[config.mk]
export PLATFORM = sky130hd
export DESIGN_NAME = ldm_stm_sequencer
export DESIGN_NICKNAME = d
export VERILOG_FILES = /design/src/rtl/ldm_stm_pkg.sv /design/src/rtl/reglist_pe.sv /design/src/rtl/ldm_stm_sequencer.sv
export SDC_FILE = /design/constraint.sdc
export NUM_CORES = 1
export LEC_CHECK = 0
export ABC_AREA = 1
export CORE_UTILIZATION = 35
export DETAILED_ROUTE_END_ITERATION = 7
export PLACE_DENSITY = 0.58
export SYNTH_ARGS = -nofsm -noshare
export SYNTH_HDL_FRONTEND = slang
export SYNTH_SLANG_ARGS = --single-unit
[constraint.sdc]
create_clock -name clk -period 12.7 [get_ports clk]
set_clock_uncertainty 0.2 [all_clocks]
set_input_delay 2.54 -clock clk [delete_from_list [all_inputs] [get_ports clk]]
set_output_delay 2.54 -clock clk [all_outputs]
set_load 0.05 [all_outputs]
[src/rtl/ldm_stm_pkg.sv]
// Shared definitions for the LDM/STM block-transfer sequencer.
//   - state_t      : sequencer FSM encoding (IDLE, XFER, WBACK)
//   - BIT_*/RN_*/LIST_* : field positions inside the decode-stage instruction
//   - WORD_BYTES   : byte stride between consecutive transferred registers
//   - popcount16   : number of set bits in a 16-bit register list
package ldm_stm_pkg;

    typedef enum logic [1:0] {
        ST_IDLE  = 2'd0,
        ST_XFER  = 2'd1,
        ST_WBACK = 2'd2
    } state_t;

    localparam int BIT_P   = 24;
    localparam int BIT_U   = 23;
    localparam int BIT_W   = 21;
    localparam int BIT_L   = 20;
    localparam int RN_HI   = 19;
    localparam int RN_LO   = 16;
    localparam int LIST_HI = 15;
    localparam int LIST_LO = 0;

    localparam int WORD_BYTES = 4;

    function automatic logic [4:0] popcount16(input logic [15:0] v);
        logic [4:0] c;
        c = '0;
        for (int i = 0; i < 16; i++) begin
            c = c + {4'd0, v[i]};
        end
        return c;
    endfunction

endpackage

[src/rtl/reglist_pe.sv]
// Lowest-set-bit priority encoder for a 16-bit register list.
//   mask  : remaining register list
//   index : position of the lowest set bit (0 when mask is empty)
//   valid : mask has at least one bit set
//   last  : exactly one bit is set, i.e. this is the final transfer
module reglist_pe (
    input  logic [15:0] mask,
    output logic [3:0]  index,
    output logic        valid,
    output logic        last
);

    // seen[i] = some bit below position i is set; acc folds the one-hot
    // winner's index into a running OR so no loop-carried comb logic is needed.
    logic [16:0] seen;
    logic [3:0]  acc [0:16];

    assign seen[0] = 1'b0;
    assign acc[0]  = 4'd0;

    for (genvar gi = 0; gi < 16; gi++) begin : g_pe
        assign seen[gi+1] = seen[gi] | mask[gi];
        assign acc[gi+1]  = acc[gi] | ((mask[gi] & ~seen[gi]) ? 4'(gi) : 4'd0);
    end

    assign index = acc[16];
    assign valid = seen[16];
    // Clearing the lowest set bit leaves nothing when only one bit remains.
    assign last  = valid & ((mask & (mask - 16'd1)) == 16'd0);

endmodule

[src/rtl/ldm_stm_sequencer.sv]
// LDM/STM block-transfer sequencer.
// Freezes fetch/decode while a block transfer in decode is broken into
// single-register load/store micro-ops, optionally followed by a base
// write-back micro-op.
//   clk, reset          : clock, synchronous active-high reset
//   InstrD, BlockValidD : decode-stage instruction and its block-transfer valid
//   HoldIn              : external stall, freezes the sequence
//   Kill                : abort the sequence
//   StallF, StallD      : hold PC and Fetch->Decode registers
//   Busy                : FSM not idle
//   Uop*                : micro-op presented to execute this cycle
module ldm_stm_sequencer
    import ldm_stm_pkg::*;
#(
    parameter int OFFSET_W = 32
) (
    input  logic                clk,
    input  logic                reset,
    input  logic [31:0]         InstrD,
    input  logic                BlockValidD,
    input  logic                HoldIn,
    input  logic                Kill,
    output logic                StallF,
    output logic                StallD,
    output logic                Busy,
    output logic                UopValid,
    output logic                UopLoad,
    output logic                UopWB,
    output logic [3:0]          UopRd,
    output logic [3:0]          UopRn,
    output logic [OFFSET_W-1:0] UopOffset
);

    state_t              state_reg;
    logic [15:0]         mask_reg;
    logic [4:0]          k_reg;
    logic [3:0]          rn_reg;
    logic                load_reg;
    logic                wb_pending_reg;
    logic [OFFSET_W-1:0] base_reg;
    logic [OFFSET_W-1:0] wb_offset_reg;

    logic                unused_instr;
    assign unused_instr = ^{InstrD[31:25], InstrD[22]};

    // Decode-side fields and start-time offset arithmetic.
    logic [15:0]         list_d;
    logic [3:0]          rn_d;
    logic                start;
    logic                wb_needed;
    logic [OFFSET_W-1:0] n_bytes;
    logic [OFFSET_W-1:0] base_start;
    logic [OFFSET_W-1:0] wb_start;

    always_comb begin
        list_d    = InstrD[LIST_HI:LIST_LO];
        rn_d      = InstrD[RN_HI:RN_LO];
        start     = (state_reg == ST_IDLE) & BlockValidD & ~HoldIn & ~Kill
                    & ~reset & (list_d != 16'd0);
        n_bytes   = OFFSET_W'(popcount16(list_d)) * OFFSET_W'(WORD_BYTES);
        if (InstrD[BIT_U]) begin
            base_start = InstrD[BIT_P] ? OFFSET_W'(WORD_BYTES) : '0;
            wb_start   = n_bytes;
        end else begin
            base_start = InstrD[BIT_P] ? -n_bytes : OFFSET_W'(WORD_BYTES) - n_bytes;
            wb_start   = -n_bytes;
        end
        // A loaded base overrides the write-back value, so drop the WB op.
        wb_needed = InstrD[BIT_W] & ~(InstrD[BIT_L] & list_d[rn_d]);
    end

    logic [3:0] pe_index;
    logic       pe_valid;
    logic       pe_last;

    reglist_pe u_pe (
        .mask  (mask_reg),
        .index (pe_index),
        .valid (pe_valid),
        .last  (pe_last)
    );

    always_ff @(posedge clk) begin
        if (reset) begin
            state_reg      <= ST_IDLE;
            mask_reg       <= '0;
            k_reg          <= '0;
            rn_reg         <= '0;
            load_reg       <= 1'b0;
            wb_pending_reg <= 1'b0;
            base_reg       <= '0;
            wb_offset_reg  <= '0;
        end else if (Kill) begin
            state_reg <= ST_IDLE;
            mask_reg  <= '0;
            k_reg     <= '0;
        end else begin
            case (state_reg)
                ST_IDLE: begin
                    if (start) begin
                        state_reg      <= ST_XFER;
                        mask_reg       <= list_d;
                        k_reg          <= '0;
                        rn_reg         <= rn_d;
                        load_reg       <= InstrD[BIT_L];
                        wb_pending_reg <= wb_needed;
                        base_reg       <= base_start;
                        wb_offset_reg  <= wb_start;
                    end
                end
                ST_XFER: begin
                    if (!HoldIn) begin
                        mask_reg <= mask_reg & (mask_reg - 16'd1);
                        k_reg    <= k_reg + 5'd1;
                        if (pe_last || !pe_valid) begin
                            state_reg <= wb_pending_reg ? ST_WBACK : ST_IDLE;
                        end
                    end
                end
                ST_WBACK: begin
                    if (!HoldIn) begin
                        state_reg <= ST_IDLE;
                    end
                end
                default: state_reg <= ST_IDLE;
            endcase
        end
    end

    // Outputs come from registered state; inputs only gate UopValid/stalls.
    logic advance;
    logic last_issue;

    always_comb begin
        advance    = ~HoldIn & ~Kill;
        last_issue = ((state_reg == ST_XFER) & pe_last & ~wb_pending_reg)
                     | (state_reg == ST_WBACK);
        Busy       = (state_reg != ST_IDLE);
        // Release the front end in the final issue cycle so the next
        // instruction enters decode as the FSM returns to IDLE.
        StallF     = start | (Busy & ~Kill & ~(advance & last_issue));
        StallD     = StallF;
        UopValid   = 1'b0;
        UopLoad    = 1'b0;
        UopWB      = 1'b0;
        UopRd      = '0;
        UopRn      = '0;
        UopOffset  = '0;
        case (state_reg)
            ST_XFER: begin
                UopValid  = advance;
                UopLoad   = load_reg;
                UopRd     = pe_index;
                UopRn     = rn_reg;
                UopOffset = base_reg + OFFSET_W'(k_reg) * OFFSET_W'(WORD_BYTES);
            end
            ST_WBACK: begin
                UopValid  = advance;
                UopLoad   = load_reg;
                UopWB     = 1'b1;
                UopRd     = rn_reg;
                UopRn     = rn_reg;
                UopOffset = wb_offset_reg;
            end
            default: ;
        endcase
    end

endmodule
==> impl_metrics.env, run 1 <==
export IMPL_insertion_delay_ns=0.31
export IMPL_grt_pass1_wl_um=18900
export IMPL_dp_worst_setup_slack_ns=4.54
export IMPL_hold_class="flop to flop"
export IMPL_largest_reg_flops=16
export IMPL_clock_fmax_mhz=123
export IMPL_clkSlewWorstSetupHoldPaths_ns=0.10
export IMPL_timing_final_ws_setup_ns=4.54
export IMPL_crit_chain="clkdlybuf4s50_1, inv_1, nand3_1, nor2_1, nand2_1, nand2_1, clkdlybuf4s50_1"
export IMPL_grt_max_degree=34
export IMPL_finalHoldViolations=0
export IMPL_firstDrtPassIters=5
export IMPL_initial_core_util_pct=36.6
export IMPL_drc=0
export IMPL_vias=3992
export IMPL_grt_usage_pct=21.0
export IMPL_tritoncts="yes"
export IMPL_finalSetupViolCount=0
export IMPL_portBuffers=72
export IMPL_endpoint_kind="primary output"
export IMPL_clock_path_buffers=2
export IMPL_syn_avg_cell_area_um2=6.37
export IMPL_critPathKind="input port to primary output"
export IMPL_worst_setup_path_start_kind="input port"
export IMPL_ys_types=39
export IMPL_io_pins=83
export IMPL_status="completed"
export IMPL_critPathMaxFanout=21
export IMPL_cts_sinks=47
export IMPL_grt_antenna_before_repair=0
export IMPL_cts_root_buf="clkbuf_8"
export IMPL_fp_dieArea_um2=11400
export IMPL_die_h_um=107
export IMPL_switching_share_pct=40.1
export IMPL_final_util_pct=44.8
export IMPL_drive_gt1_share_pct=5.49
export IMPL_n_antenna_cell=0
export IMPL_wl_per_cell_um=14.4
export IMPL_worstMarginPinSlew_ns=0.755
export IMPL_power_leakage_nw=2.01
export IMPL_yosysWarnings=0
export IMPL_vdd_ir_drop_max_v=0.000109
export IMPL_post_cts_repair_setup_buffers=0
export IMPL_max_stage_delay_ns=0.84
export IMPL_p_per_area_nw_per_um2=105
export IMPL_combPwrFrac_pct=44.6
export IMPL_fin_nets=721
export IMPL_ys_seq_elements=47
export IMPL_row_count=37
export IMPL_clkPwrFrac_pct=24.1
export IMPL_area_growth_pct=22.2
export IMPL_critPathSlowestCell="clkdlybuf4s50_1"
export IMPL_synth_cell_area_um2=3850
export IMPL_slew_violations=0
export IMPL_maxCapViolations=0
export IMPL_crit_required_ns=9.96
export IMPL_core_um2=10500
export IMPL_ctsHoldBuffers=0
export IMPL_setup_tns_final_ns=0
export IMPL_p_sw_mw=0.198
export IMPL_synthesis_instances=604
export IMPL_place_gp_congestion=0.891
export IMPL_grt_pass1_vias=3758
export IMPL_seq_power_share_pct=31.4
export IMPL_arrival_ns=5.42
export IMPL_numCtsBuffers=5
export IMPL_fp_dieW_um=107
export IMPL_routed_wirelength_um=11400
export IMPL_fin_crit_ns=8.16
export IMPL_p_int_mw=0.295
export IMPL_htree_levels=2
export IMPL_drt_iter0_markers=214
export IMPL_min_period_over_period_pct=64.2
export IMPL_ant_nets=0
export IMPL_ys_seq_area_share_pct=24.4
export IMPL_routed_via_density=5.04
export IMPL_max_slew_margin_pct=49.6
export IMPL_grt_setup_unrepaired="no"
export IMPL_cts_resized=0
export IMPL_hpwl_um=8970
export IMPL_grt_ovfl_total=0
==> cells in the mapped netlist <==
cell type | count | area (µm²)
buf_6 | 1 | 11.3
nand3b_1 | 1 | 7.51
clkbuf_1 | 12 | 45.0
a31oi_1 | 2 | 12.5
conb_1 | 1 | 3.75
nand2_4 | 3 | 33.8
nor2_4 | 3 | 33.8
dfxtp_1 | 47 | 941
buf_1 | 1 | 3.75
ha_1 | 18 | 225
inv_1 | 72 | 270
clkinv_1 | 4 | 15.0
o22ai_1 | 3 | 18.8
nor3_1 | 7 | 35.0
o21ai_1 | 3 | 15.0
o21ai_0 | 51 | 255
nor4_1 | 2 | 12.5
o2111ai_1 | 2 | 17.5
xnor2_1 | 1 | 8.76
inv_2 | 2 | 7.51
nand4_1 | 3 | 18.8
xor2_1 | 7 | 61.3
nor2_2 | 6 | 37.5
a22o_1 | 2 | 17.5
nor2_1 | 65 | 244
buf_4 | 10 | 75.1
nand3_2 | 2 | 20.0
buf_2 | 7 | 35.0
nand2_1 | 137 | 514
a31o_2 | 1 | 8.76
nand3_1 | 36 | 180
a22oi_1 | 1 | 7.51
o211ai_1 | 5 | 37.5
nand2_2 | 7 | 43.8
a21oi_1 | 65 | 325
fa_1 | 11 | 220
nor3_4 | 1 | 16.3
or2_2 | 1 | 6.26
a211oi_1 | 1 | 7.51
==> layout by cell type, fill, tap and decap left out, drive strengths merged <==
cell type	synthesis	final
o21ai	54	54
inv	74	75
fa	11	11
o2111ai	2	2
o211ai	5	5
a22o	2	2
xnor2	1	1
ha	18	18
nor3	8	8
a31oi	2	2
clkinv	4	5
nand4	3	3
nand3	38	38
buf	19	2
conb	1	2
a22oi	1	1
nor4	2	2
nor2	74	74
nand3b	1	1
clkdlybuf4s50	0	72
or2	1	1
a211oi	1	1
a21oi	65	65
nand2	147	147
bufinv	0	1
clkbuf	12	5
xor2	7	7
a31o	1	1
dfxtp	47	47
o22ai	3	3
==> per-layer routing <==
| layer | GRT usage [%] | share of wire, % |
|---|---|---|
| met5 | 0 | 0 |
| met3 | 2.55 | 4.1 |
| met1 | 29.5 | 49 |
| met4 | 4.21 | 0.69 |
| met2 | 34.4 | 46 |
==> metrics by stage <==
step | hold slack [ns] | power (mW) | area (µm²) | std cells
5_1_grt | 0.298 | 0.538 | 4710 | 792
3_3_place_gp | 0.257 | 0.373 | 4590 | 784
4_1_cts | 0.280 | 0.497 | 4710 | 792
3_5_place_dp | 0.264 | 0.378 | 4590 | 784
2_1_floorplan | 0.245 | 0.323 | 3850 | 605
6_report | 0.276 | 0.493 | 4710 | 792
==> logic make-up (layout without fill, tap and decap cells) <==
group	count (synthesis)	after routing	share of synthesized area [%]
fa+ha+maj	29	29	11.6
buf+inv	109	160	12.0
flops	47	47	24.4
simple gates	274	274	31.3
xor+xnor	8	8	1.82
compound gates	136	136	18.8
other cells	1	2	0.0974
==> final timing paths <==
kind	depth (start not counted)	end	slack [ns]	start
setup / recovery	7	StallF	4.54	reset
hold / removal	2	wb_offset_reg[29]$_SDFFE_PP0P_	0.28	wb_offset_reg[29]$_SDFFE_PP0P_
setup reg to reg	10	mask_reg[9]$_SDFFE_PP0P_	9.62	state_reg[0]$_SDFFE_PP0P_
hold reg to reg	2	wb_offset_reg[29]$_SDFFE_PP0P_	0.28	wb_offset_reg[29]$_SDFFE_PP0P_
==> worst max-delay path, delay by kind of cell <==
family        cells  cell delay (ns)
buf+inv           3             1.91
simple gates      4             0.96
==> cell type report <==
type                       count  area [µm²]
clock buffer                   5        68.8
clock inverter                 3        47.5
fill                        1063        5800
inverter                      78         293
multi-input combinational    449        2450
sequential                    47         941
tap                          136         170
timing repair buffer          74         736
==> power by group through the flow <==
| stage | clock [mW] | sequential, mW | combinational (mW) |
|---|---|---|---|
| floorplan | 0 | 0.157 | 0.166 |
| global placement | 0 | 0.158 | 0.215 |
| detailed placement | 0 | 0.158 | 0.220 |
| CTS | 0.121 | 0.155 | 0.221 |
| global route | 0.128 | 0.155 | 0.255 |
| finish | 0.119 | 0.155 | 0.220 |
Power figures use the tool's default switching activity.
==> run 2, diff against run 1 <==
Clock period 12.7 ns to 8 ns, I/O delays scaled along.
==> run 2 against run 1 <==
Against the previous run: core utilization is 0.083 points lower; routed wire length is 0.98% higher; combinational power is 60% higher; final cell count is 0.13% lower; clock power is 58% higher; first-iteration DRC count is 16% lower; sequential share of layout area hardly changed; flip-flop and latch count stayed put; largest power group unchanged; highest routed layer unchanged.
==> impl_metrics.env, run 2 (synthesis gave the netlist of run 1 again) <==
export IMPL_fin_nets=720
export IMPL_n_antenna_cell=0
export IMPL_max_slew_margin_pct=30.7
export IMPL_vdd_ir_drop_max_v=0.000153
export IMPL_endpoint_kind="primary output"
export IMPL_firstDrtPassIters=6
export IMPL_numCtsBuffers=5
export IMPL_hold_class="flop to flop"
export IMPL_maxCapViolations=0
export IMPL_fin_cells=791
export IMPL_grt_usage_pct=21.1
export IMPL_critPathMaxFanout=21
export IMPL_hpwl_um=9010
export IMPL_place_gp_congestion=0.882
export IMPL_finalSetupViolCount=0
export IMPL_grt_setup_unrepaired="no"
export IMPL_slew_violations=0
export IMPL_drt_iter0_markers=179
export IMPL_power_leakage_nw=2.01
export IMPL_dp_cells=783
export IMPL_wl_per_cell_um=14.5
export IMPL_drc=0
export IMPL_area_growth_pct=22.0
export IMPL_grt_ovfl_total=0
export IMPL_io_pins=83
export IMPL_grt_antenna_before_repair=0
export IMPL_arrival_ns=4.57
export IMPL_clkSlewWorstSetupHoldPaths_ns=0.09
export IMPL_critPathKind="input port to primary output"
export IMPL_htree_levels=2
export IMPL_mostFrequentLayoutCell="nand2_1"
export IMPL_cts_sinks=47
export IMPL_worst_hold_path_num_cells=2
export IMPL_routed_via_density=4.97
export IMPL_insertion_delay_ns=0.31
export IMPL_fp_dieArea_um2=11400
export IMPL_ctsHoldBuffers=0
export IMPL_row_count=37
export IMPL_setup_tns_final_ns=0
export IMPL_min_period_over_period_pct=79.6
export IMPL_routed_wirelength_um=11500
export IMPL_crit_required_ns=6.20
export IMPL_worst_setup_path_start_kind="input port"
export IMPL_drive_gt1_share_pct=5.34
export IMPL_fin_crit_ns=6.37
export IMPL_status="completed"
export IMPL_vias=3931
export IMPL_tritoncts="yes"
export IMPL_grt_pass1_wl_um=18800
export IMPL_die_h_um=107
export IMPL_core_um2=10500
export IMPL_r2r_setup_slack_ns=4.87
export IMPL_largest_reg_flops=16
export IMPL_fp_dieW_um=107
export IMPL_layout_common_cells="nand2_1 (137), inv_1 (72), clkdlybuf4s50_1 (72), a21oi_1 (65), nor2_1 (65)"
export IMPL_cts_root_buf="clkbuf_8"
export IMPL_finalHoldViolations=0
export IMPL_fin_total_pwr_mw=0.785
export IMPL_cts_resized=0
export IMPL_grt_pass1_vias=3739
export IMPL_p_per_area_nw_per_um2=167
export IMPL_post_cts_repair_setup_buffers=0
export IMPL_portBuffers=72
export IMPL_ant_nets=0
export IMPL_final_util_pct=44.7
export IMPL_fin_hold_ws_ns=0.274
export IMPL_reg2reg_depth=10
export IMPL_clock_fmax_mhz=157
export IMPL_clock_path_buffers=2
export IMPL_worstMarginPinSlew_ns=1.04
export IMPL_initial_core_util_pct=36.6
export IMPL_grt_max_degree=34
-- run 2: cell types whose count changed in the layout (fill, tap and decap cells not counted) --
| cell | delta |
|---|---|
| buf_4 | -1 |
| clkinv_4 | -1 |
| clkinvlp_4 | +1 |
-- run 2: where the power goes --
part           internal, mW  total (mW)  switching [mW]
clock                0.0943       0.188          0.0936
sequential            0.240       0.245         0.00512
combinational         0.134       0.352           0.219
-- run 2: area by class of cell --
type / instances / area, µm²
Fill cell: 1106 / 5810
Multi-Input combinational cell: 449 / 2450
Sequential cell: 47 / 941
Timing Repair Buffer: 73 / 728
Inverter: 78 / 293
Tap cell: 136 / 170
Clock buffer: 5 / 68.8
Clock inverter: 3 / 46.3
-- run 2: final timing paths --
path / start / to
hold reg to reg: wb_offset_reg[27]$_SDFFE_PP0P_ / wb_offset_reg[27]$_SDFFE_PP0P_
setup reg to reg: state_reg[0]$_SDFFE_PP0P_ / mask_reg[14]$_SDFFE_PP0P_
setup / recovery: reset / StallF
hold / removal: wb_offset_reg[27]$_SDFFE_PP0P_ / wb_offset_reg[27]$_SDFFE_PP0P_
-- run 2: worst max-delay path: stages --
cell and delay (ns):
clkdlybuf4s50_1 0.70, inv_1 0.44, nand3_1 0.13, nor2_1 0.11, nand2_1 0.42, nand2_1 0.31
clkdlybuf4s50_1 0.84
-- run 2: through the flow --
step,setup slack (ns),instance area (µm²)
6_report,1.63,4700
2_1_floorplan,2.32,3850
3_3_place_gp,1.36,4580
4_1_cts,1.60,4700
5_1_grt,1.38,4700
3_5_place_dp,1.32,4580
-- run 2: routing by layer --
metal,GRT usage [%],vias up,wire length (µm)
li1,-,2043,-
met3,3.34,6,542
met4,4.21,0,83
met2,34.1,95,5240
met1,29.6,1787,5610
met5,0,-,0
